## config.mk

```make
export PLATFORM = sky130hd
export DESIGN_NAME = mfp_ahb_load_master
export DESIGN_NICKNAME = d
export VERILOG_FILES = /design/src/rtl/mfp_ahb_load_master.sv
export SDC_FILE = /design/constraint.sdc
export NUM_CORES = 1
export LEC_CHECK = 0
export CORE_MARGIN = 2
export CORE_UTILIZATION = 40
export DETAILED_ROUTE_END_ITERATION = 7
export SYNTH_ARGS = -nofsm -noshare
export SYNTH_HDL_FRONTEND = slang
export SYNTH_SLANG_ARGS = --single-unit
```

## constraint.sdc

```tcl
create_clock -name HCLK -period 5.4 [get_ports HCLK]
set_input_delay 1.08 -clock HCLK [delete_from_list [all_inputs] [get_ports HCLK]]
set_output_delay 1.08 -clock HCLK [all_outputs]
set_load 0.1 [all_outputs]
```

## src/rtl/mfp_ahb_load_master.sv

```systemverilog
// AHB-Lite bus-ownership arbiter between the CPU master and the serial loader,
// with a byte-write FIFO that issues pipelined single-byte AHB-Lite writes.
module mfp_ahb_load_master #(
  parameter int unsigned FIFO_DEPTH  = 8,
  parameter int unsigned HOLD_CYCLES = 16,
  parameter int unsigned ERR_W       = 8
) (
  input  logic                          HCLK,
  input  logic                          HRESET,
  input  logic                          SI_Endian,
  input  logic                          ld_active,
  input  logic                          ld_valid,
  output logic                          ld_ready,
  input  logic [31:0]                   ld_addr,
  input  logic [7:0]                    ld_byte,
  input  logic [31:0]                   cpu_HADDR,
  input  logic [2:0]                    cpu_HBURST,
  input  logic                          cpu_HMASTLOCK,
  input  logic [3:0]                    cpu_HPROT,
  input  logic [2:0]                    cpu_HSIZE,
  input  logic [1:0]                    cpu_HTRANS,
  input  logic [31:0]                   cpu_HWDATA,
  input  logic                          cpu_HWRITE,
  input  logic                          HREADY,
  input  logic                          HRESP,
  output logic [31:0]                   HADDR,
  output logic [2:0]                    HBURST,
  output logic                          HMASTLOCK,
  output logic [3:0]                    HPROT,
  output logic [2:0]                    HSIZE,
  output logic [1:0]                    HTRANS,
  output logic [31:0]                   HWDATA,
  output logic                          HWRITE,
  output logic                          cpu_hold,
  output logic                          loader_owns,
  output logic [$clog2(FIFO_DEPTH):0]   fifo_level,
  output logic                          overflow,
  output logic [ERR_W-1:0]              err_count
);

  localparam int unsigned AW = $clog2(FIFO_DEPTH);
  localparam int unsigned LW = AW + 1;
  localparam int unsigned CW = $clog2(HOLD_CYCLES + 1);

  localparam logic [1:0] TRANS_IDLE   = 2'b00;
  localparam logic [1:0] TRANS_NONSEQ = 2'b10;

  typedef enum logic [1:0] {
    S_CPU        = 2'd0,
    S_GRANT_WAIT = 2'd1,
    S_LOAD       = 2'd2,
    S_RELEASE    = 2'd3
  } state_t;

  state_t         state;
  logic [AW-1:0]  wr_ptr;
  logic [AW-1:0]  rd_ptr;
  logic [31:0]    fifo_addr [FIFO_DEPTH];
  logic [7:0]     fifo_data [FIFO_DEPTH];
  logic [CW-1:0]  hold_cnt;
  logic           dp_loader;
  logic           ld_dp;
  logic [31:0]    ld_wdata;

  logic           full;
  logic           empty;
  logic           push;
  logic           issue;
  logic           pop;
  logic [31:0]    head_addr;
  logic [7:0]     head_byte;
  logic [1:0]     lane;

  assign full      = (fifo_level == LW'(FIFO_DEPTH));
  assign empty     = (fifo_level == '0);
  assign ld_ready  = !full;
  assign push      = ld_valid && !full;
  assign head_addr = fifo_addr[rd_ptr];
  assign head_byte = fifo_data[rd_ptr];
  assign issue     = (state == S_LOAD) && !empty && !HRESP;
  assign pop       = issue && HREADY;
  assign lane      = SI_Endian ? ~head_addr[1:0] : head_addr[1:0];

  assign cpu_hold    = (state != S_CPU);
  assign loader_owns = (state == S_LOAD);

  // FIFO storage; validity is tracked by the pointers, so no reset needed
  always_ff @(posedge HCLK) begin
    if (push) begin
      fifo_addr[wr_ptr] <= ld_addr;
      fifo_data[wr_ptr] <= ld_byte;
    end
  end

  // Ownership FSM, FIFO bookkeeping, data-phase tracking and error counting
  always_ff @(posedge HCLK or posedge HRESET) begin
    if (HRESET) begin
      state      <= S_CPU;
      wr_ptr     <= '0;
      rd_ptr     <= '0;
      fifo_level <= '0;
      overflow   <= 1'b0;
      err_count  <= '0;
      hold_cnt   <= '0;
      dp_loader  <= 1'b0;
      ld_dp      <= 1'b0;
      ld_wdata   <= '0;
    end else begin
      if (push) wr_ptr <= wr_ptr + AW'(1);
      if (pop)  rd_ptr <= rd_ptr + AW'(1);
      case ({push, pop})
        2'b10:   fifo_level <= fifo_level + LW'(1);
        2'b01:   fifo_level <= fifo_level - LW'(1);
        default: ;
      endcase
      if (ld_valid && full) overflow <= 1'b1;

      if (pop) ld_wdata <= {24'h0, head_byte} << {lane, 3'b000};

      // Data-phase ownership only advances when the slave accepts a phase
      if (HREADY) begin
        dp_loader <= (state == S_LOAD);
        ld_dp     <= pop;
      end

      // First cycle of a two-cycle error response counts once
      if (ld_dp && HRESP && !HREADY && (err_count != '1))
        err_count <= err_count + ERR_W'(1);

      unique case (state)
        S_CPU: begin
          if (ld_active) state <= S_GRANT_WAIT;
        end
        S_GRANT_WAIT: begin
          if (HREADY) state <= S_LOAD;
        end
        S_LOAD: begin
          if (!ld_active && empty && HREADY) begin
            state    <= S_RELEASE;
            hold_cnt <= '0;
          end
        end
        S_RELEASE: begin
          if (ld_active) begin
            state    <= S_LOAD;
            hold_cnt <= '0;
          end else if (hold_cnt == CW'(HOLD_CYCLES)) begin
            state <= S_CPU;
          end else begin
            hold_cnt <= hold_cnt + CW'(1);
          end
        end
        default: state <= S_CPU;
      endcase
    end
  end

  // Master-side bus mux
  always_comb begin
    HADDR     = cpu_HADDR;
    HBURST    = cpu_HBURST;
    HMASTLOCK = cpu_HMASTLOCK;
    HPROT     = cpu_HPROT;
    HSIZE     = cpu_HSIZE;
    HTRANS    = cpu_HTRANS;
    HWRITE    = cpu_HWRITE;
    HWDATA    = dp_loader ? ld_wdata : cpu_HWDATA;
    unique case (state)
      S_CPU: HWDATA = cpu_HWDATA;
      S_GRANT_WAIT, S_RELEASE: HTRANS = TRANS_IDLE;
      S_LOAD: begin
        HADDR     = head_addr;
        HBURST    = 3'b000;
        HMASTLOCK = 1'b0;
        HPROT     = 4'b0011;
        HSIZE     = 3'b000;
        HWRITE    = 1'b1;
        HTRANS    = issue ? TRANS_NONSEQ : TRANS_IDLE;
      end
      default: ;
    endcase
  end

endmodule

```

Yosys cells after proc, flatten, opt, wreduce, memory -nomap -nowiden --
Memories as Yosys holds them, arrays and structs flattened. Cells that the tools add are included.
Storage, ports and cells: logic and storage cells 80, register bits after elaboration 60, input bits 125, output and inout port bits 94, RAM bits 320, memories kept 2
Memory list:
- fifo_addr | words 8, bits a word 32, read ports 1, clocked after memory_dff 0, write ports 1, line 58 | logic [31:0] fifo_addr [FIFO_DEPTH];
- fifo_data | words 8, bits a word 8, read ports 1, clocked after memory_dff 0, write ports 1, line 59 | logic [7:0] fifo_data [FIFO_DEPTH];
Cells by class: reductions and logical operators 23, equality and inequality tests 13, shifts and indexed selects 1, bitwise operators 1, add/sub/neg operators 6, multiplexer cells 24
Operators by type and width (count):
- two-way mux 32 bit | 3
- left shift 8 x 5 -> 32 bit | 1
- two-way mux 5 bit | 3
- two-way mux 2 bit | 7
- logical AND 1 bit | 10
- one-hot mux 5 bit (2 select lines) | 1
- adder 8 x 1 -> 8 bit (second input constant) | 1
- inequality test 8 bit (second input constant) | 1
- one-hot mux 2 bit (4 select lines) | 1
- one-hot mux 4 bit (2 select lines) | 1
- adder 3 x 1 -> 3 bit (second input constant) | 2
- == test 2 bit (second input constant) | 3
- two-way mux 3 bit | 2
- inequality test 3 bit (second input constant) | 2
- nonzero test 2 bit | 3
- adder 5 x 1 -> 5 bit (second input constant) | 1
- == test 5 bit (second input constant) | 1
- zero test 1 bit | 5
- adder 4 x 1 -> 4 bit (second input constant) | 1
- == test 2 x 1 -> 1 bit (second input constant) | 2
- == test 4 bit (second input constant) | 1
- zero test 4 bit | 1
- two-way mux 1 bit | 4
- two-way mux 4 bit | 1
- 9 further kinds | 10

Longest topological paths before layout --
Gate-level depths: netlist of run 1.
depth in word-level cells 7, gate-level depth with buffers 11, depth with buffers taken out 10

Least setup slack after synthesis of run 1 --
OpenSTA, ideal clock, no wires.
path type reg2reg, start point register fifo_level[1], end point memory fifo_addr[0][0], enable pin, data required time 4913 ps, arrival time 4847 ps, library setup time 487 ps, clock period less this slack 5333 ps, path buffers 0, cell stages (with the launch flop) 5, path slack 67 ps, cells stage by stage dfrtp_1 -> or4b_2 -> and2_1 -> nand2b_1 -> nor3_1
Between the ends: longest elaborated chain between the ends 5
RTL lines:
- from (decl) | line 36 | output logic [$clog2(FIFO_DEPTH):0] fifo_level,
- from (signal assigned) | line 112 | 2'b10: fifo_level <= fifo_level + LW'(1);
- from (signal assigned) | line 113 | 2'b01: fifo_level <= fifo_level - LW'(1);
- == test 4 bit | line 74 | assign full = (fifo_level == LW'(FIFO_DEPTH));
- zero test 1 bit
- via ld_ready | line 13 | output logic ld_ready,
- logical AND 1 bit | line 77 | assign push = ld_valid && !full;
- two-way mux 1 bit | line 89 | if (push) begin
- two-way mux 1 bit (not written as such) | line 90 | fifo_addr[wr_ptr] <= ld_addr;
- to (decl) | line 58
The timed path passes the listed nets, and every way through them passes these cells.

Worst setup path in the final report of run 1 --
start point register state[0], end point output port HADDR[29]
Between the ends: longest elaborated chain between the ends 2
RTL lines:
- from (decl) | line 55 | state_t state;
- from (signal assigned) | line 98 | state <= S_CPU;
- from (signal assigned) | line 132 | if (ld_active) state <= S_GRANT_WAIT;
- from (signal assigned) | line 135 | if (HREADY) state <= S_LOAD;
- == test 2 bit | line 168 | unique case (state)
- two-way mux 32 bit | line 168
- to (decl) | line 26 | output logic [31:0] HADDR,
No other way between the ends.

==> impl_metrics.env, run 1 <==
export IMPL_status="finished, final reports clean"
export IMPL_vias=8582
export IMPL_dieWidth_um=202
export IMPL_required_ns=4.32
export IMPL_crit_path_max_fanout=46
export IMPL_synthArstFlopShare=0.158
export IMPL_dp_hpwl_mm=20.0
export IMPL_hold_viol_final=0
export IMPL_fp_row_count=72
export IMPL_avgSynthCellArea_um2=18.0
export IMPL_crit_slowest_cell="clkdlybuf4s50_1"
export IMPL_area_delta_synth_final_pct=25.7
export IMPL_cp_buffers_inverters=2
export IMPL_core_mm2=0.0387
export IMPL_routed_wl_mm=33.7
export IMPL_fmax_mhz=213
export IMPL_crit_arrival_ns=3.62
export IMPL_rsz0062_at_grt="no"
export IMPL_worst_pin_slew_ns=1.21
export IMPL_grt_pass1_vias=8759
export IMPL_ant_nets=0
export IMPL_wire_per_inst_um=20.3
export IMPL_cts_buffers=40
export IMPL_die_area_mm2=0.0409
export IMPL_skew_ns=0.0109
export IMPL_tns_ns=0
export IMPL_path_delay_family="buffers and inverters"
export IMPL_ys_types=45
export IMPL_grt_usage=0.165
export IMPL_grt_max_degree=61
export IMPL_clkLatencyLatePin_ns=0.53
export IMPL_first_iter_violations=464
export IMPL_yosysSeqAreaShare=0.708
export IMPL_gp_congestion=0.740
export IMPL_cts_root_buf="clkbuf_16"
export IMPL_viasPerCell=5.17
export IMPL_drcViolationCount=0
export IMPL_max_clock_path_buffers=3
export IMPL_initial_utilization=0.405
export IMPL_ios=219
export IMPL_dr_pass1_iters=5
export IMPL_synth_top_flop_cell="edfxtp_1"
export IMPL_cts_tree="yes"
export IMPL_finalCriticalPeriod_ns=4.70
export IMPL_die_y_um=202
export IMPL_post_cts_buffers=0
export IMPL_regArea_mm2=0.0111
export IMPL_endpoint_kind="primary output"
export IMPL_htreeDepth=2
export IMPL_fin_crit_sh=0.871
export IMPL_cts_resized=0
export IMPL_hold_class="reg2reg"
export IMPL_ys_warn_count=0
export IMPL_yosys_register_bits=380
export IMPL_cts_sinks=380
export IMPL_ctsHoldBuffers=0
export IMPL_cpPeakStageDelay_ns=1.16
export IMPL_port_buffers=218
export IMPL_drive_gt1_frac=0.234
export IMPL_cp_cell_sequence="nand2b_2, buf_4, nand2_1, o21ai_0, clkdlybuf4s50_1"
export IMPL_synth_edf_count=320
export IMPL_syn_nets=1004
export IMPL_synth_area_mm2=0.0157
export IMPL_grt_ovfl_total=0
export IMPL_slew_headroom=0.195
export IMPL_multi_input_area_mm2=0.00434
export IMPL_synthCells=871
export IMPL_path_clk_slew_ns=0.06
export IMPL_path_class="reg2out"
export IMPL_finalSetupViolCount=0
export IMPL_nets=1240
export IMPL_antenna_found_initial=2
export IMPL_n_fill_cell=3241
export IMPL_grt_pass1_wl_mm=51.8
export IMPL_start_kind="flip-flop"
export IMPL_max_cap_violations=0
export IMPL_drv_slew=0
[through the flow]
stage	hold WS, ns	instance area [um2]	utilization	setup WS (ns)	instances
floorplan	0.452	15700	-	0.0665	871
global placement	0.463	18400	0.476	1.24	1583
global route	0.508	19700	0.509	0.453	1656
finish	0.478	19700	0.510	0.697	1659
CTS	0.487	19700	0.509	0.636	1656
detailed placement	0.470	18400	0.476	1.21	1583
[layer usage]
layer,wire length (um),GRT usage
met5,0,0
met1,15200,0.233
met3,2180,0.0332
met4,536,0.0391
met2,15700,0.266
[synth_stat cells, types with 3 or more instances]
master       n  area share
a21oi_1      5      0.0016
and2_1      10      0.0040
and3_1       3      0.0012
buf_2       23      0.0073
buf_4        3      0.0014
buf_6        7      0.0050
clkbuf_1    14      0.0033
dfrtp_1     60       0.096
edfxtp_1   320        0.61
ha_1         8      0.0064
inv_1       12      0.0029
mux2_2      43       0.031
mux2i_1     34       0.022
mux4_2      80        0.11
nand2_1     98       0.023
nand2b_1    11      0.0044
nand3_1      7      0.0022
nand4_1      3      0.0012
nand4bb_1    3      0.0022
nor2_1      15      0.0036
nor3_1       6      0.0019
o21ai_0     37       0.012
o221ai_1    26       0.015
o221ai_2     6      0.0057
xnor2_1      5      0.0028
xor2_1      10      0.0056
[final cells by class]
| type | count | area share |
|---|---|---|
| clock inverter | 23 | 0.0112 |
| sequential | 380 | 0.563 |
| multi-input combinational | 432 | 0.220 |
| antenna | 3 | 0.000380 |
| clock buffer | 50 | 0.0537 |
| tap | 518 | 0.0328 |
| inverter | 12 | 0.00228 |
| timing repair buffer | 241 | 0.117 |
[worst reg2reg max path, cell delays in order (launching register included)]
cell and delay, ns:
dfrtp_1 0.48, nor4_2 0.63, or2_2 0.68, inv_1 0.32, ha_1 0.33, xor2_1 0.16
ha_1 0.18, a21oi_1 0.14, xor2_1 0.16, nor2_1 0.07, xor2_1 0.14
[cell families (layout without fill, tap and decap cells)]
group                    count (synthesis)  in the layout  synth area share
adder cells (fa/ha/maj)                  8              8           0.00637
multiplexers                           159            159             0.170
AND/OR/NAND/NOR                        166            166            0.0491
AO/OA/AOI/OAI                           84             84            0.0386
flip-flops                             380            380             0.708
other                                    0              3                 0
XOR/XNOR                                15             15           0.00837
buffers and inverters                   59            326            0.0200
[sequential cells by signal, summed over array words and instances, names as in the netlist, 2 cells and up]
signal      flops
wr_ptr          3
hold_cnt        5
state           2
fifo_addr     256
ld_wdata       32
fifo_level      4
fifo_data      64
err_count       8
rd_ptr          3
[layout by cell type (no fill, tap or decap), types with 7 or more instances in the layout]
cell	netlist	final
clkinv_2	0	7
nand2_1	98	98
clkbuf_16	0	41
o21ai_0	37	37
clkinv_1	0	7
mux2_2	43	43
clkbuf_1	14	9
nand2b_1	11	10
nor2_1	15	9
edfxtp_1	320	320
ha_1	8	8
mux2i_1	34	34
nand3_1	7	7
clkdlybuf4s50_1	0	181
mux4_2	80	80
buf_4	3	57
and2_1	10	10
o221ai_1	26	26
xor2_1	10	10
dfrtp_1	60	57
inv_1	12	11
[worst paths after layout]
kind                                           startpoint  slack, ns                         to  depth (start not counted)
worst max-delay path                 state[0]$_DFFE_PP0P_       0.70                  HADDR[29]                          5
worst min-delay path                 overflow$_DFFE_PP0P_       0.48       overflow$_DFFE_PP0P_                          1
worst max register to register  fifo_level[1]$_DFFE_PP0P_       1.99  fifo_level[2]$_DFFE_PP0P_                         10
worst min register to register       overflow$_DFFE_PP0P_       0.48       overflow$_DFFE_PP0P_                          1
max in group asynchronous                          HRESET       3.74      rd_ptr[1]$_DFFE_PP0P_                          3
min in group asynchronous                          HRESET       1.10      dp_loader$_DFFE_PP0P_                          3
Power of run 1 is not shown: default switching activity piles up to over one toggle a cycle in this logic, so the estimate is an artifact.
==> inputs of run 2 (changes only) <==
--- a/config.mk
+++ b/config.mk
@@ -6,8 +6,9 @@
 export NUM_CORES = 1
 export LEC_CHECK = 0
 export CORE_MARGIN = 2
-export CORE_UTILIZATION = 40
+export CORE_UTILIZATION = 45
 export DETAILED_ROUTE_END_ITERATION = 7
+export PLACE_DENSITY = 0.68
 export SYNTH_ARGS = -nofsm -noshare
 export SYNTH_HDL_FRONTEND = slang
 export SYNTH_SLANG_ARGS = --single-unit
==> constraint.sdc (replaced) <==
create_clock -name HCLK -period 5.4 [get_ports HCLK]
set_input_delay 1.08 -clock HCLK [delete_from_list [all_inputs] [get_ports HCLK]]
set_output_delay 1.08 -clock HCLK [all_outputs]
set_load 0.01 [all_outputs]
==> impl_metrics.env, run 2 (synthesis results as in run 1) <==
export IMPL_area_delta_synth_final_pct=25.1
export IMPL_viasPerCell=5.44
export IMPL_ant_nets=0
export IMPL_slew_headroom=0.231
export IMPL_cts_buffers=40
export IMPL_fin_crit_sh=0.784
export IMPL_max_clock_path_buffers=3
export IMPL_post_cts_buffers=0
export IMPL_holdWs_ns=0.476
export IMPL_min_from="overflow$_DFFE_PP0P_"
export IMPL_hold_class="reg2reg"
export IMPL_required_ns=4.32
export IMPL_dr_pass1_iters=5
export IMPL_largest_register_ff_count=256
export IMPL_clkLatencyLatePin_ns=0.53
export IMPL_path_class="reg2out"
export IMPL_gp_congestion=0.750
export IMPL_crit_slowest_cell="dfrtp_4"
export IMPL_hold_depth=1
export IMPL_core_mm2=0.0345
export IMPL_cts_tree="yes"
export IMPL_path_clk_slew_ns=0.06
export IMPL_cp_buffers_inverters=2
export IMPL_tns_ns=0
export IMPL_die_area_mm2=0.0364
export IMPL_rrSetupSlack_ns=2.21
export IMPL_drive_gt1_frac=0.193
export IMPL_skew_ns=0.0185
export IMPL_max_cap_violations=0
export IMPL_instances_no_fill=1589
export IMPL_finalSetupViolCount=0
export IMPL_dpl_cell_count=1514
export IMPL_cpPeakStageDelay_ns=0.72
export IMPL_drcViolationCount=0
export IMPL_drv_slew=0
export IMPL_routed_wl_mm=33.9
export IMPL_n_fill_cell=2654
export IMPL_nets=1234
export IMPL_ir_drop_mv=0.409
export IMPL_placed_area_mm2=0.0184
export IMPL_initial_utilization=0.456
export IMPL_path_delay_family="buffers and inverters"
export IMPL_grt_max_degree=78
export IMPL_grt_pass1_vias=8813
export IMPL_finalCriticalPeriod_ns=4.23
export IMPL_fp_row_count=68
export IMPL_vias=8652
export IMPL_hold_viol_final=0
export IMPL_final_core_util=0.570
export IMPL_grt_usage=0.189
export IMPL_cts_sinks=380
export IMPL_ios=219
export IMPL_final_common_cell="edfxtp_1"
export IMPL_first_iter_violations=548
export IMPL_crit_path_max_fanout=22
export IMPL_worst_pin_slew_ns=1.15
export IMPL_worstReg2RegStart="fifo_level[1]$_DFFE_PP0P_"
export IMPL_grt_pass1_wl_mm=51.8
export IMPL_fmax_mhz=236
export IMPL_timing_rr_end="fifo_level[2]$_DFFE_PP0P_"
export IMPL_cp_cell_sequence="buf_4, mux4_2, mux2i_1, o21ai_0, clkdlybuf4s50_1"
export IMPL_dp_hpwl_mm=20.2
export IMPL_htreeDepth=2
export IMPL_top_regs="fifo_addr: 256 flops, fifo_data: 64 flops, ld_wdata: 32 flops"
export IMPL_top_register="fifo_addr"
export IMPL_grt_ovfl_total=0
export IMPL_layout_common_cells="320 x edfxtp_1, 218 x clkdlybuf4s50_1, 98 x nand2_1, 80 x mux4_2, 57 x dfrtp_1"
export IMPL_final_design_area_no_fill_mm2=0.0196
export IMPL_cts_root_buf="clkbuf_16"
export IMPL_power_density_mw_per_mm2=555
export IMPL_leakagePower_nw=6.69
export IMPL_endpoint_kind="primary output"
export IMPL_port_buffers=218
export IMPL_rsz0062_at_grt="no"
export IMPL_die_y_um=191
export IMPL_hold_path_end="overflow$_DFFE_PP0P_"
export IMPL_ctsHoldBuffers=0
export IMPL_crit_arrival_ns=3.15
export IMPL_cts_resized=0
export IMPL_start_kind="flip-flop"
export IMPL_antenna_found_initial=3
export IMPL_dieWidth_um=191
export IMPL_ff2ff_path_depth=10
export IMPL_status="finished, final reports clean"
export IMPL_wire_per_inst_um=21.3
run 2: changes by cell type in the layout (fill, tap and decap cells not counted), moves of 3 or more:
cell	change
bufinv_16	-3
clkdlybuf4s50_1	+37
clkbuf_1	+6
buf_4	-43
run 2: worst max-delay path by stage:
stage                                startpoint                   endpoint  slack, ns  cells past startpoint
after detailed placement                 HREADY  fifo_level[2]$_DFFE_PP0P_       1.59                     11
after global routing      rd_ptr[0]$_DFFE_PP0P_                  HADDR[27]       0.94                      5
after global placement                   HREADY  fifo_level[2]$_DFFE_PP0P_       1.60                     11
final                     rd_ptr[0]$_DFFE_PP0P_                  HADDR[27]       1.17                      5
after CTS                 rd_ptr[0]$_DFFE_PP0P_                  HADDR[27]       1.09                      5
after floorplan                        ld_valid  fifo_addr[0][0]$_DFFE_PP_       0.78                      3
run 2: metrics by stage:
step / total power [mW] / worst slack (ns)
floorplan: 6.64 / 0.780
global placement: 8.41 / 1.60
detailed placement: 8.47 / 1.59
CTS: 11.1 / 1.09
global route: 11.5 / 0.941
finish: 10.9 / 1.17
run 2: where the power goes:
group	leakage (nW)	switching, mW	internal (mW)	total (mW)
logic	2.41	1.99	2.20	4.18
clock network	0.594	1.08	1.48	2.56
registers	3.68	0.431	3.72	4.15
total	6.69	3.50	7.40	10.9
run 2: per-layer routing:
| metal | GRT usage | routed length (um) | vias up |
|---|---|---|---|
| met3 | 0.0342 | 2060 | 47 |
| li1 | - | - | 3924 |
| met2 | 0.313 | 16400 | 277 |
| met5 | 0 | 28 | - |
| met1 | 0.262 | 14900 | 4400 |
| met4 | 0.0444 | 534 | 4 |
run 2: cell type report:
class | count | area [um2] | share of cell area
diodes | 1 | 2.50 | 0.000127
flip-flops and latches | 380 | 11100 | 0.566
clock buffers | 58 | 1110 | 0.0565
multi-input cells | 432 | 4340 | 0.221
well taps | 455 | 569 | 0.0290
clock inverters | 16 | 111 | 0.00567
inverters | 12 | 45.0 | 0.00229
repair buffers | 235 | 2350 | 0.119
No activity file was read; power rests on OpenSTA's default activity.
==> inputs of run 3 (changes only) <==
--- a/config.mk
+++ b/config.mk
@@ -8,7 +8,7 @@
 export CORE_MARGIN = 2
 export CORE_UTILIZATION = 45
 export DETAILED_ROUTE_END_ITERATION = 7
-export PLACE_DENSITY = 0.68
+export PLACE_DENSITY = 0.7
 export SYNTH_ARGS = -nofsm -noshare
 export SYNTH_HDL_FRONTEND = slang
 export SYNTH_SLANG_ARGS = --single-unit
==> constraint.sdc (replaced) <==
create_clock -name HCLK -period 3.56 [get_ports HCLK]
set_input_delay 0.712 -clock HCLK [delete_from_list [all_inputs] [get_ports HCLK]]
set_output_delay 0.712 -clock HCLK [all_outputs]
set_load 0.01 [all_outputs]
==> impl_metrics.env, run 3 (synthesis results as in run 1) <==
export IMPL_status="finished, final reports clean"
export IMPL_initial_utilization=0.456
export IMPL_routed_wl_mm=33.9
export IMPL_top_regs="fifo_addr: 256 flops, fifo_data: 64 flops, ld_wdata: 32 flops"
export IMPL_startpoint="rd_ptr[0]$_DFFE_PP0P_"
export IMPL_antenna_found_initial=2
export IMPL_start_kind="flip-flop"
export IMPL_worstReg2RegStart="fifo_level[1]$_DFFE_PP0P_"
export IMPL_max_clock_path_buffers=3
export IMPL_hold_viol_final=0
export IMPL_area_delta_synth_final_pct=27.5
export IMPL_path_clk_slew_ns=0.06
export IMPL_dp_hpwl_mm=20.9
export IMPL_drv_slew=0
export IMPL_leakagePower_nw=6.86
export IMPL_ant_nets=0
export IMPL_slew_headroom=0.462
export IMPL_ios=219
export IMPL_hold_class="reg2reg"
export IMPL_port_buffers=218
export IMPL_worst_pin_slew_ns=0.807
export IMPL_first_iter_violations=632
export IMPL_nets=1254
export IMPL_power_density_mw_per_mm2=852
export IMPL_crit_top_cell="buf_12"
export IMPL_finalWorstSetupSlack_ns=0.119
export IMPL_grt_pass1_wl_mm=51.2
export IMPL_dieWidth_um=191
export IMPL_fp_row_count=68
export IMPL_fmax_mhz=291
export IMPL_path_class="reg2out"
export IMPL_htreeDepth=2
export IMPL_endpoint_kind="primary output"
export IMPL_ff2ff_path_depth=10
export IMPL_gp_congestion=0.748
export IMPL_finalCriticalPeriod_ns=3.44
export IMPL_rrSetupSlack_ns=0.74
export IMPL_tns_ns=0
export IMPL_drive_gt1_frac=0.210
export IMPL_final_common_cell="edfxtp_1"
export IMPL_vias=8684
export IMPL_cts_tree="yes"
export IMPL_ir_drop_mv=0.587
export IMPL_required_ns=2.85
export IMPL_cpPeakStageDelay_ns=0.56
export IMPL_grt_usage=0.187
export IMPL_rsz0062_at_grt="no"
export IMPL_crit_path_max_fanout=16
export IMPL_layout_common_cells="320 x edfxtp_1, 218 x clkdlybuf4s50_1, 98 x nand2_1, 80 x mux4_2, 56 x dfrtp_1"
export IMPL_hold_depth=1
export IMPL_wire_per_inst_um=21.1
export IMPL_die_area_mm2=0.0364
export IMPL_crit_slowest_cell="dfrtp_4"
export IMPL_cp_cell_sequence="buf_12, buf_12, mux4_2, mux2i_1, o21ai_0, clkdlybuf4s50_1"
export IMPL_cts_sinks=380
export IMPL_cts_root_buf="clkbuf_16"
export IMPL_n_fill_cell=2583
export IMPL_finalSetupViolCount=0
export IMPL_clkLatencyLatePin_ns=0.53
export IMPL_viasPerCell=5.40
export IMPL_largest_register_ff_count=256
export IMPL_grt_pass1_vias=8675
export IMPL_max_cap_violations=0
export IMPL_top_register="fifo_addr"
export IMPL_skew_ns=0.0148
export IMPL_die_y_um=191
export IMPL_drcViolationCount=0
export IMPL_dr_pass1_iters=7
export IMPL_min_from="overflow$_DFFE_PP0P_"
export IMPL_cts_buffers=40
export IMPL_grt_max_degree=42
export IMPL_core_mm2=0.0345
export IMPL_dp_slack_ns=0.449
export IMPL_fin_crit_sh=0.967
export IMPL_grt_ovfl_total=0
export IMPL_crit_arrival_ns=2.73
==> run 3: changes by cell type in the layout (fill, tap and decap cells not counted), sizes merged <==
cell,before,now
buf,17,37
clkbuf,58,53
bufinv,1,4
clkinv,12,13
==> run 3: path summary, 6_finish.rpt <==
kind,end
setup / recovery,HADDR[6]
hold reg to reg,overflow$_DFFE_PP0P_
hold / removal,overflow$_DFFE_PP0P_
max in group asynchronous,ld_wdata[2]$_DFFE_PP0P_
setup reg to reg,fifo_level[2]$_DFFE_PP0P_
min in group asynchronous,err_count[6]$_DFFE_PP0P_
==> run 3: metal layers <==
metal,GRT usage,vias to the layer above,share of wire
li1,-,3959,-
met1,0.264,4404,0.44
met2,0.303,277,0.47
met3,0.0368,44,0.067
met4,0.0397,0,0.015
met5,0,-,0
==> run 3: worst max-delay path, delay by kind of cell, from the launching register on <==
kind | cells | cell delay, ns
flops | 1 | 0.56
mux | 2 | 0.73
buf+inv | 3 | 0.80
compound gates | 1 | 0.10
==> run 3: cell type report <==
| type | instances | area [um2] | share of cell area |
|---|---|---|---|
| well taps | 455 | 569 | 0.0284 |
| diodes | 1 | 2.50 | 0.000125 |
| flip-flops and latches | 380 | 11100 | 0.556 |
| repair buffers | 255 | 2630 | 0.132 |
| clock inverters | 20 | 231 | 0.0116 |
| clock buffers | 53 | 1060 | 0.0529 |
| inverters | 12 | 45.0 | 0.00225 |
| multi-input cells | 432 | 4350 | 0.218 |
==> run 3: metrics by stage <==
| stage | instances | utilization | area, um2 | hold WS [ns] | total power [mW] |
|---|---|---|---|---|---|
| 6_report | 1608 | 0.581 | 20000 | 0.480 | 17.1 |
| 5_1_grt | 1607 | 0.581 | 20000 | 0.498 | 17.9 |
| 4_1_cts | 1602 | 0.579 | 20000 | 0.488 | 17.2 |
| 3_5_place_dp | 1528 | 0.541 | 18700 | 0.475 | 13.1 |
| 3_3_place_gp | 1528 | 0.541 | 18700 | 0.457 | 13.0 |
| 2_1_floorplan | 871 | - | 15700 | 0.452 | 10.1 |
==> run 3: power by group <==
part / internal, mW / switching, mW
sequential: 5.65 / 0.438
combinational: 3.60 / 3.29
clock: 2.40 / 1.67
==> run 3: what timing repair did <==
item | in CTS | in global routing
setup buffers | 1 | 5
endpoints found under the setup margin | 16 | 37
hold buffers | 0 | 0
resized for setup | 1 | 2
